$ cat src/rtl/cpu_pkg.sv
// cpu_pkg: shared state encoding, opcode map and default widths for the 4-bit CPU control path
package cpu_pkg;
    localparam int INSTR_W_D = 8;
    localparam int OP_W_D    = 3;
    localparam int REG_AW_D  = 2;
    localparam int PC_W_D    = 4;
    localparam int CNT_W_D   = 8;
    typedef enum logic [2:0] {
        IDLE      = 3'd0,
        FETCH     = 3'd1,
        DECODE    = 3'd2,
        EXECUTE   = 3'd3,
        WRITEBACK = 3'd4,
        HALT      = 3'd5
    } state_e;
    localparam logic [2:0] OP_ADD  = 3'b000;
    localparam logic [2:0] OP_SUB  = 3'b001;
    localparam logic [2:0] OP_AND  = 3'b010;
    localparam logic [2:0] OP_OR   = 3'b011;
    localparam logic [2:0] OP_XOR  = 3'b100;
    localparam logic [2:0] OP_MOV  = 3'b101;
    localparam logic [2:0] OP_JMP  = 3'b110;
    localparam logic [2:0] OP_HALT = 3'b111;
endpackage

$ cat src/rtl/cpu_instr_decode.sv
// cpu_instr_decode: combinational instruction field split and opcode class flags
module cpu_instr_decode
    import cpu_pkg::*;
#(
    parameter int INSTR_W = INSTR_W_D,
    parameter int OP_W    = OP_W_D,
    parameter int REG_AW  = REG_AW_D
) (
    input  logic [INSTR_W-1:0] instr,
    output logic [OP_W-1:0]    op,
    output logic [REG_AW-1:0]  dest,
    output logic [REG_AW-1:0]  src,
    output logic               is_alu,
    output logic               is_jmp,
    output logic               is_halt,
    output logic               is_nop
);
    assign op      = instr[INSTR_W-1 -: OP_W];
    assign dest    = instr[INSTR_W-OP_W-1 -: REG_AW];
    assign src     = instr[INSTR_W-OP_W-REG_AW-1 -: REG_AW];
    assign is_halt = &op;
    assign is_jmp  = op == {{(OP_W-1){1'b1}}, 1'b0};
    assign is_alu  = op <= OP_W'(OP_MOV);
    assign is_nop  = !(is_alu || is_jmp || is_halt);
endmodule

$ cat src/rtl/cpu_seq_control.sv
// cpu_seq_control: multi-cycle fetch/decode/execute/writeback sequencer owning PC, IR and retire count
module cpu_seq_control
    import cpu_pkg::*;
#(
    parameter int INSTR_W = INSTR_W_D,
    parameter int OP_W    = OP_W_D,
    parameter int REG_AW  = REG_AW_D,
    parameter int PC_W    = PC_W_D,
    parameter int CNT_W   = CNT_W_D
) (
    input  logic               clk,
    input  logic               rst,
    input  logic               start,
    input  logic               imem_valid,
    input  logic [INSTR_W-1:0] imem_data,
    output logic               imem_req,
    output logic [PC_W-1:0]    pc,
    output logic [OP_W-1:0]    alu_op,
    output logic [REG_AW-1:0]  dest_reg,
    output logic [REG_AW-1:0]  source_reg,
    output logic               reg_we,
    output logic               halted,
    output logic [CNT_W-1:0]   retired
);
    state_e              state_q, state_d;
    logic [PC_W-1:0]     pc_q, pc_d;
    logic [INSTR_W-1:0]  ir_q, ir_d;
    logic [OP_W-1:0]     alu_op_q, alu_op_d;
    logic [REG_AW-1:0]   dest_q, dest_d, src_q, src_d;
    logic [CNT_W-1:0]    retired_q, retired_d;
    logic [OP_W-1:0]     dec_op;
    logic [REG_AW-1:0]   dec_dest, dec_src;
    logic                is_alu, is_jmp, is_halt, is_nop;

    cpu_instr_decode #(
        .INSTR_W(INSTR_W),
        .OP_W   (OP_W),
        .REG_AW (REG_AW)
    ) u_dec (
        .instr  (ir_q),
        .op     (dec_op),
        .dest   (dec_dest),
        .src    (dec_src),
        .is_alu (is_alu),
        .is_jmp (is_jmp),
        .is_halt(is_halt),
        .is_nop (is_nop)
    );

    always_comb begin
        state_d   = state_q;
        pc_d      = pc_q;
        ir_d      = ir_q;
        alu_op_d  = alu_op_q;
        dest_d    = dest_q;
        src_d     = src_q;
        retired_d = retired_q;
        case (state_q)
            IDLE:      state_d = start ? FETCH : IDLE;
            FETCH: begin
                if (imem_valid) begin
                    ir_d    = imem_data;
                    state_d = DECODE;
                end
            end
            DECODE: begin
                alu_op_d = dec_op;
                dest_d   = dec_dest;
                src_d    = dec_src;
                state_d  = EXECUTE;
            end
            EXECUTE: begin
                if (is_alu) begin
                    state_d = WRITEBACK;
                end else if (is_jmp || is_nop) begin
                    pc_d      = is_jmp ? ir_q[PC_W-1:0] : pc_q + PC_W'(1);
                    retired_d = retired_q + CNT_W'(1);
                    state_d   = FETCH;
                end else begin
                    state_d = HALT;
                end
            end
            WRITEBACK: begin
                pc_d      = pc_q + PC_W'(1);
                retired_d = retired_q + CNT_W'(1);
                state_d   = FETCH;
            end
            HALT:      state_d = HALT;
            default:   state_d = IDLE;
        endcase
    end

    always_ff @(posedge clk) begin
        if (rst) begin
            state_q   <= IDLE;
            pc_q      <= '0;
            ir_q      <= '0;
            alu_op_q  <= '0;
            dest_q    <= '0;
            src_q     <= '0;
            retired_q <= '0;
        end else begin
            state_q   <= state_d;
            pc_q      <= pc_d;
            ir_q      <= ir_d;
            alu_op_q  <= alu_op_d;
            dest_q    <= dest_d;
            src_q     <= src_d;
            retired_q <= retired_d;
        end
    end

    assign imem_req   = state_q == FETCH;
    assign reg_we     = state_q == WRITEBACK;
    assign halted     = state_q == HALT;
    assign pc         = pc_q;
    assign alu_op     = alu_op_q;
    assign dest_reg   = dest_q;
    assign source_reg = src_q;
    assign retired    = retired_q;
endmodule
$ cat config.mk
export PLATFORM = sky130hd
export DESIGN_NAME = cpu_seq_control
export DESIGN_NICKNAME = d
export VERILOG_FILES = /design/src/rtl/cpu_pkg.sv /design/src/rtl/cpu_instr_decode.sv /design/src/rtl/cpu_seq_control.sv
export SDC_FILE = /design/constraint.sdc
export NUM_CORES = 1
export LEC_CHECK = 0
export CAP_MARGIN = 20
export CORE_ASPECT_RATIO = 1.1
export CORE_MARGIN = 4
export CORE_UTILIZATION = 50
export DETAILED_ROUTE_END_ITERATION = 6
export HOLD_SLACK_MARGIN = 0.1
export PLACE_DENSITY_LB_ADDON = 0.08
export REMOVE_ABC_BUFFERS = 1
export SLEW_MARGIN = 20
export SYNTH_ARGS = -nofsm -noshare
export SYNTH_HDL_FRONTEND = slang
export SYNTH_SLANG_ARGS = --single-unit
$ cat constraint.sdc
create_clock -name clk -period 2.14 [get_ports clk]
set_input_delay 0.428 -clock clk [delete_from_list [all_inputs] [get_ports clk]]
set_output_delay 0.428 -clock clk [all_outputs]
set_load 0.02 [all_outputs]
Yosys cells after proc, flatten, opt, wreduce, memory -nomap -nowiden

Index checks and enable logic that the tools add are counted.

Output and inout port bits: 22
Bits of input ports: 12
Bits in registers: 30
Word-level logic and storage cells: 40

Magnitude comparators: 1
Reduce and logical (&&, ||, !) cells: 9
Multiplexer cells: 12
Add/subtract/negate cells: 2
Eq/ne operators: 9

Operators with widths:

| operator            | number |
|---|---|
| $pmux 3 s6          | 1 |
| $mux 8              | 2 |
| $pmux 8 s2          | 1 |
| $mux 4              | 3 |
| $eq 3x3->1 const B  | 3 |
| $mux 3              | 3 |
| $add 8x1->8 const B | 1 |
| $pmux 4 s2          | 1 |
| $eq 3x2->1 const B  | 2 |
| $ne 2x2->1 const B  | 3 |
| $reduce_and 3->1    | 2 |
| $add 4x1->4 const B | 1 |
| $eq 3x1->1 const B  | 1 |
| $le 3x3->1 const B  | 1 |
| $logic_not 3->1     | 1 |
| $logic_or 1x1->1    | 3 |
| $reduce_and 2->1    | 1 |
| $reduce_bool 2->1   | 1 |
| $logic_not 1->1     | 1 |
| $mux 1              | 1 |

Logic depth before layout (Yosys ltp)

Gate-level depths: netlist of run 1.

Word-level depth: 8
Depth in mapped cells: 8
Mapped depth without buffers: 6

Modules after synthesis

Synthesis of run 1 repeated with hierarchy kept, for this count alone.

Cell total of the unflattened synthesis: 159
Area total of the unflattened synthesis: 1442.6 µm²

By module, submodules not included:

| module           | sequential area each (µm²) | cells an instance | area an instance (µm²) | instances |
|---|---|---|---|---|
| cpu_seq_control  | 600.6                      | 147               | 1360.1                 | 1 |
| cpu_instr_decode | 0.0                        | 12                | 82.6                   | 1 |

Worst setup path after synthesis of run 1

OpenSTA, ideal clock, no wires.

Path kind: register to output
Start point: reg state_q[0]
End point: out imem_req
Data arrival time: 1109 ps
Data required time: 1712 ps
Path buffers: 1
Cell stages (with the launch flop): 3
Path slack: 603 ps
Cell sequence: dfxtp_1 > clkbuf_2 > nor3b_1

Cells in the longest elaborated chain, start to end: 1

RTL lines:

| what                   | line                   | source |
|---|---|---|
| from (decl)            | cpu_seq_control.sv:25  | `state_e state_q, state_d;` |
| from (signal assigned) | cpu_seq_control.sv:103 | `state_q <= state_d;` |
| $eq 3x1->1             | cpu_seq_control.sv:113 | `assign imem_req = state_q == FETCH;` |
| to (decl)              | cpu_seq_control.sv:16  | `output logic imem_req,` |

Every way passes these cells.

Final worst setup path of run 1

Start point: reg state_q[1]
End point: out halted

Cells in the longest elaborated chain, start to end: 1

RTL lines:

| what       | line                   | source |
|---|---|---|
| $eq 3x3->1 | cpu_seq_control.sv:115 | `assign halted = state_q == HALT;` |
| to (decl)  | cpu_seq_control.sv:22  | `output logic halted,` |

Every way passes these cells.

==> results.toml, run 1 <==
[cts]
cts_sinks = 30
cts.path.max_buffers = 2
clkSlewWorstSetupHoldPaths_ns = 0.09
clk_root_buffer_cell = "clkbuf_4"
worstSkewPairLatency_ns = 0.32
cts_tree = "built"
numCtsBuffers = 5
post_cts_buffers = 0
cts_hold_buf = 0
h-tree-depth = 2

[drt]
routed_via_density = 5.57
via_count = 1153
wl_um = 2760
first_pass_iters = 4
drt_iter0_drc = 44
drc = 0
detail_route.wl_per_cell_um = 13.3
ant_nets = 0

[logic_synthesis]
yosysTopAreaCellShare_pct = 45.0
syn-mean-instance-area_um2 = 9.54
synthTopCellsByArea = "dfxtp_1 (45%), mux2i_1 (13%), nor2_1 (5.6%)"
syn_area_mm2 = 0.00134
synth_ff_type = "dfxtp_1"
synth_most_common_cell = "dfxtp_1"
synth-async-reset-ratio_pct = 0
yosysTopAreaCell = "dfxtp_1"
ys_seq_area_share_pct = 45.0
synth_cell_types = 37
yosys_warnings = 0
synth_commonest_cells = "dfxtp_1 (30), nor2_1 (20), mux2i_1 (18), a21oi_1 (7), o21ai_0 (7)"
syn_inst = 140
synth-seq-cells = 30
synth_edf_count = 0

[global_routing]
grt.overflow.total = 0
antenna_found_initial = 0
track_usage_pct = 17.0
grt_pass1_wl_um = 4770
first_global_vias = 1119
grt_max_degree = 31

[finish]
nets = 190
area.growth.synth_to_final_pct = 30.6
diodes = 0
final_util_pct = 69.2
fillers = 218
drive_gt1_share_pct = 9.66

[power]
ir_drop_mv = 0.543
powerDensity_mw_per_mm2 = 573
p_leak_uw = 0.000641

[placement]
io_buffers = 33
gp_congestion = 0.779
hpwlAfterDp_um = 1970

[sta]
min_period_over_period_pct = 93.4
clock_skew_ns = 0.0113
max_freq_mhz = 501
rsz0062_at_grt = "no"
slew_headroom_pct = 73.4
worst_pin_slew_ns = 0.399
fin_tns_setup_ns = 0
period_minus_slack_ns = 2.00
final-setup-viol-count = 0
hold_viol = 0
maxSlewViolCount = 0

[floorplan]
die_w_um = 57.3
core_mm2 = 0.00252
io_pins = 34
die_h_um = 62.2
die_area_mm2 = 0.00356
initial_core_util_pct = 53.0
rows = 19

[setup_path]
setup.worst_path.end = "halted"
r2r-start = "state_q[1]$_SDFFE_PP0P_"
worst-path-max-fanout = 9
critPathLaunch = "state_q[1]$_SDFFE_PP0P_"
r2r_cells = 4
r2r_slack_ns = 0.46
critical-path-slowest-cell = "clkdlybuf4s50_1"
arrival_ns = 1.57
cp-end-kind = "output pin"
cp_cell_sequence = "and3b_1 > clkdlybuf4s50_1"
worstPathRequired_ns = 1.71
critPathMaxStageDelay_ns = 0.53
crit_type = "reg -> out"
start_kind = "flip-flop"
r2r_end = "retired[7]$_SDFFE_PP0P_"

[status]
status = "complete, no violations"

[job]
maxCapViolCount = 0

[min_path]
hp-class = "reg -> reg"
## cell families after synthesis
| family | after synthesis | synth area share [%] |
|---|---|---|
| buffers and inverters | 11 | 3.84 |
| flip-flops | 30 | 45.0 |
| AO/OA/AOI/OAI | 24 | 11.9 |
| AND/OR/NAND/NOR | 53 | 22.6 |
| multiplexers | 18 | 13.5 |
| XOR/XNOR | 2 | 1.31 |
| adder cells (fa/ha/maj) | 2 | 1.87 |
## critical path: cells and delay by family (launching register included)
| kind | cells | cell delay, ns |
|---|---|---|
| AND/OR/NAND/NOR | 1 | 0.22 |
| buffers and inverters | 1 | 0.53 |
| flip-flops | 1 | 0.50 |
## timing repair
item | in CTS | in global routing
endpoints found under the setup margin | 1 | 1
hold endpoints to repair | 0 | 0
resized for setup | 2 | 1
## layer usage
layer | global-route usage [%] | wire (um) | vias to the layer above
met2 | 28.7 | 1390 | 28
met5 | 0 | 0 | -
met3 | 5.18 | 156 | 10
met4 | 11.3 | 75 | 0
met1 | 17.8 | 1140 | 551
li1 | - | - | 564
## metrics by stage
stage / std cells / cell area [um^2] / hold WS [ns] / power, uW / worst slack (ns)
floorplan: 132 / 1300 / 0.449 / 658 / 0.518
finish: 207 / 1740 / 0.490 / 999 / 0.142
detailed placement: 200 / 1700 / 0.470 / 715 / 0.230
global route: 207 / 1740 / 0.525 / 1060 / 0.0507
global placement: 200 / 1700 / 0.464 / 713 / 0.284
CTS: 207 / 1740 / 0.492 / 1020 / 0.0947
## cells in the final DEF, fill, tap and decap left out, types with 2 or more instances in the layout
master | synthesis | final
clkdlybuf4s50_1 | 0 | 31
dfxtp_1 | 30 | 29
nor2_1 | 20 | 20
mux2i_1 | 18 | 18
a21oi_1 | 7 | 7
o21ai_0 | 7 | 7
nand2_1 | 6 | 6
nand3_1 | 5 | 5
clkbuf_4 | 0 | 5
or3_1 | 4 | 4
buf_4 | 1 | 4
and3b_1 | 2 | 2
nor3b_1 | 2 | 2
o31ai_1 | 2 | 2
or4_1 | 2 | 2
xor2_1 | 2 | 2
nand3b_1 | 2 | 2
a211oi_1 | 2 | 2
a221oi_1 | 2 | 2
inv_1 | 2 | 2
ha_1 | 2 | 2
clkbuf_1 | 3 | 2
## power by group
group	internal (uW)	switching [uW]
sequential	572	15.5
clock	124	174
combinational	63.2	50.5
## layout make-up
cell class                 count  area, um^2  share of cell area [%]
sequential                    30         602                    34.5
timing repair buffer          37         362                    20.7
inverter                       3        12.5                   0.718
clock buffer                   7        45.0                    2.58
multi-input combinational     99         683                    39.2
tap                           31        38.8                    2.23
## worst min-delay path by stage
stage,startpoint,to,slack [ns],depth (start not counted)
3_5_place_dp,retired[7]$_SDFFE_PP0P_,retired[7]$_SDFFE_PP0P_,0.47,2
6_report,ir_q[3]$_SDFFE_PP0P_,pc[3]$_SDFFE_PP0P_,0.49,2
2_1_floorplan,ir_q[3]$_SDFFE_PP0P_,pc[3]$_SDFFE_PP0P_,0.45,2
5_1_grt,ir_q[3]$_SDFFE_PP0P_,pc[3]$_SDFFE_PP0P_,0.52,2
3_3_place_gp,retired[7]$_SDFFE_PP0P_,retired[7]$_SDFFE_PP0P_,0.46,2
4_1_cts,ir_q[3]$_SDFFE_PP0P_,pc[3]$_SDFFE_PP0P_,0.49,2
Note: power is estimated with default switching activity, not from simulation.
==> run 2: changes to the inputs <==
--- a/config.mk
+++ b/config.mk
@@ -8,10 +8,11 @@
 export CAP_MARGIN = 20
 export CORE_ASPECT_RATIO = 1.1
 export CORE_MARGIN = 4
-export CORE_UTILIZATION = 50
+export CORE_UTILIZATION = 40
 export DETAILED_ROUTE_END_ITERATION = 6
 export HOLD_SLACK_MARGIN = 0.1
 export PLACE_DENSITY_LB_ADDON = 0.08
+export RECOVER_POWER = 100
 export REMOVE_ABC_BUFFERS = 1
 export SLEW_MARGIN = 20
 export SYNTH_ARGS = -nofsm -noshare
==> run 2 against run 1 <==
Fmax fell by 0.71%. Via count decreased by 4.8%. Global-route usage shrank 1.8 points. Worst hold slack better by 0.0075 ns. Critical path type unchanged. Critical endpoint unchanged.
==> results.toml, run 2 (synthesis results as in run 1) <==
[setup_path]
crit_type = "reg -> out"
r2r-start = "state_q[2]$_SDFFE_PP0P_"
worstPathRequired_ns = 1.71
start_kind = "flip-flop"
critical-path-slowest-cell = "clkdlybuf4s50_1"
r2r_slack_ns = 0.40
critPathMaxStageDelay_ns = 0.53
cp_cell_sequence = "and3b_1 > clkdlybuf4s50_1"
r2r_cells = 6
cp-end-kind = "output pin"
r2r_end = "retired[7]$_SDFFE_PP0P_"
arrival_ns = 1.58
worst-path-max-fanout = 9

[power]
ir_drop_mv = 0.402
design_power_total_uw = 1050
p_sw_share_pct = 24.8
intPower_uw = 790
comb_power_share_pct = 10.5
p_leak_uw = 0.000702
p_sw_uw = 261
powerDensity_mw_per_mm2 = 601
p_seq_share_pct = 55.9
clockPowerShare_pct = 33.6

[drt]
ant_nets = 0
wl_um = 2720
routed_via_density = 5.20
detail_route.wl_per_cell_um = 12.9
via_count = 1098
drt_iter0_drc = 49
first_pass_iters = 4
drc = 0

[cts]
cts_hold_buf = 0
cts_tree = "built"
cts_sinks = 30
clkSlewWorstSetupHoldPaths_ns = 0.09
clk_root_buffer_cell = "clkbuf_4"
h-tree-depth = 2
numCtsBuffers = 5
post_cts_buffers = 0
cts.path.max_buffers = 2
worstSkewPairLatency_ns = 0.33

[sta]
max_freq_mhz = 497
hold_viol = 0
period_minus_slack_ns = 2.01
fin_tns_setup_ns = 0
min_period_over_period_pct = 94.0
rsz0062_at_grt = "no"
maxSlewViolCount = 0
final-setup-viol-count = 0
worst_pin_slew_ns = 1.24
slew_headroom_pct = 17.2
setup_ws_ns = 0.128
clock_skew_ns = 0.00721

[finish]
layout_common_cells = "dfxtp_1 (29), nor2_1 (20), dlygate4sd3_1 (20)"
nets = 190
drive_gt1_share_pct = 9.60
area.growth.synth_to_final_pct = 30.9
final_common_cell = "dfxtp_1"
diodes = 0
fillers = 279

[placement]
io_buffers = 33
gp_congestion = 0.790
hpwlAfterDp_um = 2010
pre_cts_slack_ns = 0.237

[min_path]
holdPathStages = 2
min_to = "pc[3]$_SDFFE_PP0P_"
hp-class = "reg -> reg"
min_from = "ir_q[3]$_SDFFE_PP0P_"

[floorplan]
die_h_um = 68.6
initial_core_util_pct = 42.7
die_w_um = 63.1
die_area_mm2 = 0.00433
rows = 21
io_pins = 34
core_mm2 = 0.00313

[global_routing]
antenna_found_initial = 0
grt.overflow.total = 0
track_usage_pct = 15.2
first_global_vias = 1148
grt_pass1_wl_um = 5040
grt_max_degree = 31

[job]
maxCapViolCount = 0

[status]
status = "complete, no violations"
-- run 2: changes by cell type in the layout (fill, tap and decap cells not counted) --
| cell | delta |
|---|---|
| buf_4 | -1 |
| clkbuf_1 | +1 |
| clkbuf_8 | +1 |
| clkdlybuf4s50_1 | -20 |
| dlygate4sd3_1 | +20 |
| dlymetal6s2s_1 | -1 |
| inv_1 | +1 |
-- run 2: worst max-delay path, delay by kind of cell, from the launching register on --
kind	cells	cell delay, ns
buf+inv	1	0.53
flops	1	0.51
simple gates	1	0.22
-- run 2: worst max-delay path by stage --
stage | start | to | cells past startpoint
6_report | state_q[1]$_SDFFE_PP0P_ | halted | 2
5_1_grt | state_q[1]$_SDFFE_PP0P_ | halted | 2
3_3_place_gp | state_q[2]$_SDFFE_PP0P_ | reg_we | 4
2_1_floorplan | state_q[2]$_SDFFE_PP0P_ | retired[5]$_SDFFE_PP0P_ | 6
3_5_place_dp | state_q[2]$_SDFFE_PP0P_ | reg_we | 4
4_1_cts | state_q[0]$_SDFFE_PP0P_ | imem_req | 2
-- run 2: area by class of cell --
class | count | area (um^2) | area share [%]
clock buffer | 7 | 55.1 | 3.15
clock inverter | 1 | 5.00 | 0.286
inverter | 3 | 11.3 | 0.644
multi-input combinational | 99 | 683 | 39.1
sequential | 30 | 602 | 34.4
tap | 34 | 42.5 | 2.43
timing repair buffer | 37 | 349 | 20.0
-- run 2: power groups by stage --
stage | clock (uW) | combinational [uW] | sequential, uW
2_1_floorplan | 0 | 55.7 | 602
3_3_place_gp | 0 | 115 | 600
3_5_place_dp | 0 | 117 | 600
4_1_cts | 368 | 117 | 588
5_1_grt | 394 | 122 | 591
6_report | 353 | 110 | 587
-- run 2: per-layer routing --
| metal | track usage, % | share of wire (%) | wire length [um] |
|---|---|---|---|
| met1 | 15.3 | 41 | 1120 |
| met2 | 27.3 | 49 | 1330 |
| met3 | 6.65 | 7.9 | 216 |
| met4 | 7.44 | 2.0 | 54 |
| met5 | 0 | 0 | 0 |
-- run 2: what timing repair did --
action / 4_1_cts / 5_1_grt
hold endpoints to repair: 0 / 0
endpoints found under the setup margin: 1 / 1
gates resized for setup: 2 / 1
-- run 2: stage by stage --
stage / utilization [%] / cell area [um^2] / cells / hold slack (ns)
5_1_grt: 55.9 / 1750 / 211 / 0.525
4_1_cts: 56.3 / 1760 / 211 / 0.503
6_report: 55.9 / 1750 / 211 / 0.497
2_1_floorplan: - / 1300 / 132 / 0.449
3_5_place_dp: 54.3 / 1700 / 203 / 0.487
3_3_place_gp: 54.3 / 1700 / 203 / 0.471
==> RTL edit (settings of run 2) <==
Change the package constant `INSTR_W_D` from 8 to 12.
--- a/src/rtl/cpu_pkg.sv
+++ b/src/rtl/cpu_pkg.sv
@@ -1,6 +1,6 @@
 // cpu_pkg: shared state encoding, opcode map and default widths for the 4-bit CPU control path
 package cpu_pkg;
-    localparam int INSTR_W_D = 8;
+    localparam int INSTR_W_D = 12;
     localparam int OP_W_D    = 3;
     localparam int REG_AW_D  = 2;
     localparam int PC_W_D    = 4;
Interface: changed (resized imem_data); port bits go from 34 to 38. No check against the original RTL was run, so the function may have changed too.
==> RTL edit against run 2 <==
  * Power grew 5.0%
  * Final area is 7.6% higher
  * Worst setup slack better by 110 ps
  * Area after synthesis rose by 8.1%
  * Clock skew is 1.6 ps higher
  * Sequential cell count grew 3
  * Count of clock-buffer cells in the layout is 1 higher
  * Register-to-register slack lost 90 ps
  * Wire length is 19% higher
  * Worst hold slack worse by 39 ps
  * Via count is 15% higher
  * Critical endpoint is now reg_we
  * Largest power group unchanged
  * Highest routed layer unchanged
==> RTL edit: results (changes against run 2) <==
| Result | Reported | vs run 2 |
|:---|:---|:---|
| Final layout net count | 224 | was 190 |
| Crit path capture | reg_we | was halted |
| IR Drop Worst-Case VDD | 0.0002724 V | was 0.0004020 V |
| Number of cell instances on the worst register-to-register path | 4 | was 6 |
| Pin count of the biggest net entering global routing | 18 | was 31 |
| Max Fanout on Critical Path | 6 | was 9 |
| Delay of the slowest critical-path stage | 410 ps | was 530 ps |
| Buffers on Ports | 36 | was 33 |
| Number of unique standard cell types used by synthesis | 41 | was 37 |
| Top post-synthesis cells by count | dfxtp_1, nand2_1, a21oi_1 | was dfxtp_1, nor2_1, mux2i_1 |
| Vias in the first global route | 1,273 | was 1,148 |
| Placed cells | 247 | was 203 |
| Post-synthesis average cell area | 8.691 um^2 | was 9.536 um^2 |
| Cell types with the largest area share after synthesis | dfxtp_1, nand2_1, a21oi_1 | was dfxtp_1, mux2i_1, nor2_1 |
| Worst skew pair latency | 340 ps |  |
| Half-perimeter wire length of the detailed placement result | 2462 um | was 2007 um |
| Global-route wire length before repair | 5561 um | was 5043 um |
| Layout fillers | 380 | was 279 |
| Final Skew | 8.791 ps | was 7.211 ps |
| Max_slew headroom | 0.4463 | was 0.1721 |
| Total wire length | 3238 um | was 2722 um |
| Worst r2r src | state_q[1] | was state_q[2] |
| End point of the most critical hold path | ir_q[3] | was pc[3] |
| Drt via density | 4.965 | was 5.204 |
| Classification of the worst-slack hold path | reg2reg | unchanged |
| Portion of the post-synthesis area used by sequential elements | 0.4579 | was 0.4499 |
| Overall track demand over capacity in global routing | 0.1557 | was 0.1519 |
| Slack of the worst reg-to-reg path | 310 ps | was 400 ps |
| Crit. Startpoint | state_q[2] | was state_q[1] |
| Leak Pwr | 0.0007305 uW | was 0.0007021 uW |
| Drt pass-1 iters | 6 | was 4 |
| Result of the run | finished clean | unchanged |
| Non-filler instance count after layout | 255 | was 211 |
| Gp weighted congestion | 0.7042 | was 0.7902 |
| Worst-path cell with the longest stage delay | dfxtp_1 | was clkdlybuf4s50_1 |
| Arrival time of data at the critical path endpoint | 1470 ps | was 1580 ps |
| Detailed Route Iter0 Violations | 46 | was 49 |
| Share of final-layout standard cells stronger than drive strength 1 | 0.06280 | was 0.09605 |
RTL edit: kinds of logic (layout without fill, tap and decap cells):
group	Yosys count	after routing	synth area share
xor+xnor	1	1	0.006072
fa+ha+maj	2	2	0.01734
mux	10	10	0.07025
flops	33	33	0.4579
compound gates	36	36	0.1579
simple gates	71	71	0.2506
buf+inv	13	54	0.03989
RTL edit: where the power goes:
group / internal, uW / switching [uW] / leakage [uW]
combinational: 62.2 / 62.8 / 0.000437
sequential: 631 / 16.2 / 0.000267
clock: 131 / 201 / 0.0000265
total: 824 / 280 / 0.000731
RTL edit: timing repair:
item / in CTS / in global routing
gates resized for setup: 2 / 2
hold endpoints to repair: 0 / 0
setup endpoints to repair: 2 / 1
RTL edit: per-stage QoR:
| stage | instance area, um^2 | hold slack, ps | setup slack [ps] |
|---|---|---|---|
| 2_1_floorplan | 1409 | 430.0 | 577.7 |
| 3_3_place_gp | 1867 | 442.3 | 330.4 |
| 3_5_place_dp | 1867 | 448.5 | 308.8 |
| 4_1_cts | 1913 | 461.8 | 13.04 |
| 5_1_grt | 1881 | 475.6 | 134.9 |
| 6_report | 1881 | 458.3 | 239.6 |
RTL edit: final cells by class:
class / instances / area (um^2) / share of cell area
multi-input combinational: 120 / 701.9 / 0.3733
sequential: 33 / 660.6 / 0.3513
timing repair buffer: 41 / 385.4 / 0.2049
tap: 48 / 60.06 / 0.03194
clock buffer: 8 / 48.80 / 0.02595
inverter: 5 / 23.77 / 0.01264
RTL edit: routing by layer:
| layer | vias up | GRT usage | share of wire |
|---|---|---|---|
| met1 | 577 | 0.1623 | 0.41 |
| met4 | 0 | 0.07604 | 0.015 |
| met5 | - | 0 | 0 |
| li1 | 654 | - | - |
| met2 | 30 | 0.2778 | 0.52 |
| met3 | 5 | 0.04921 | 0.056 |
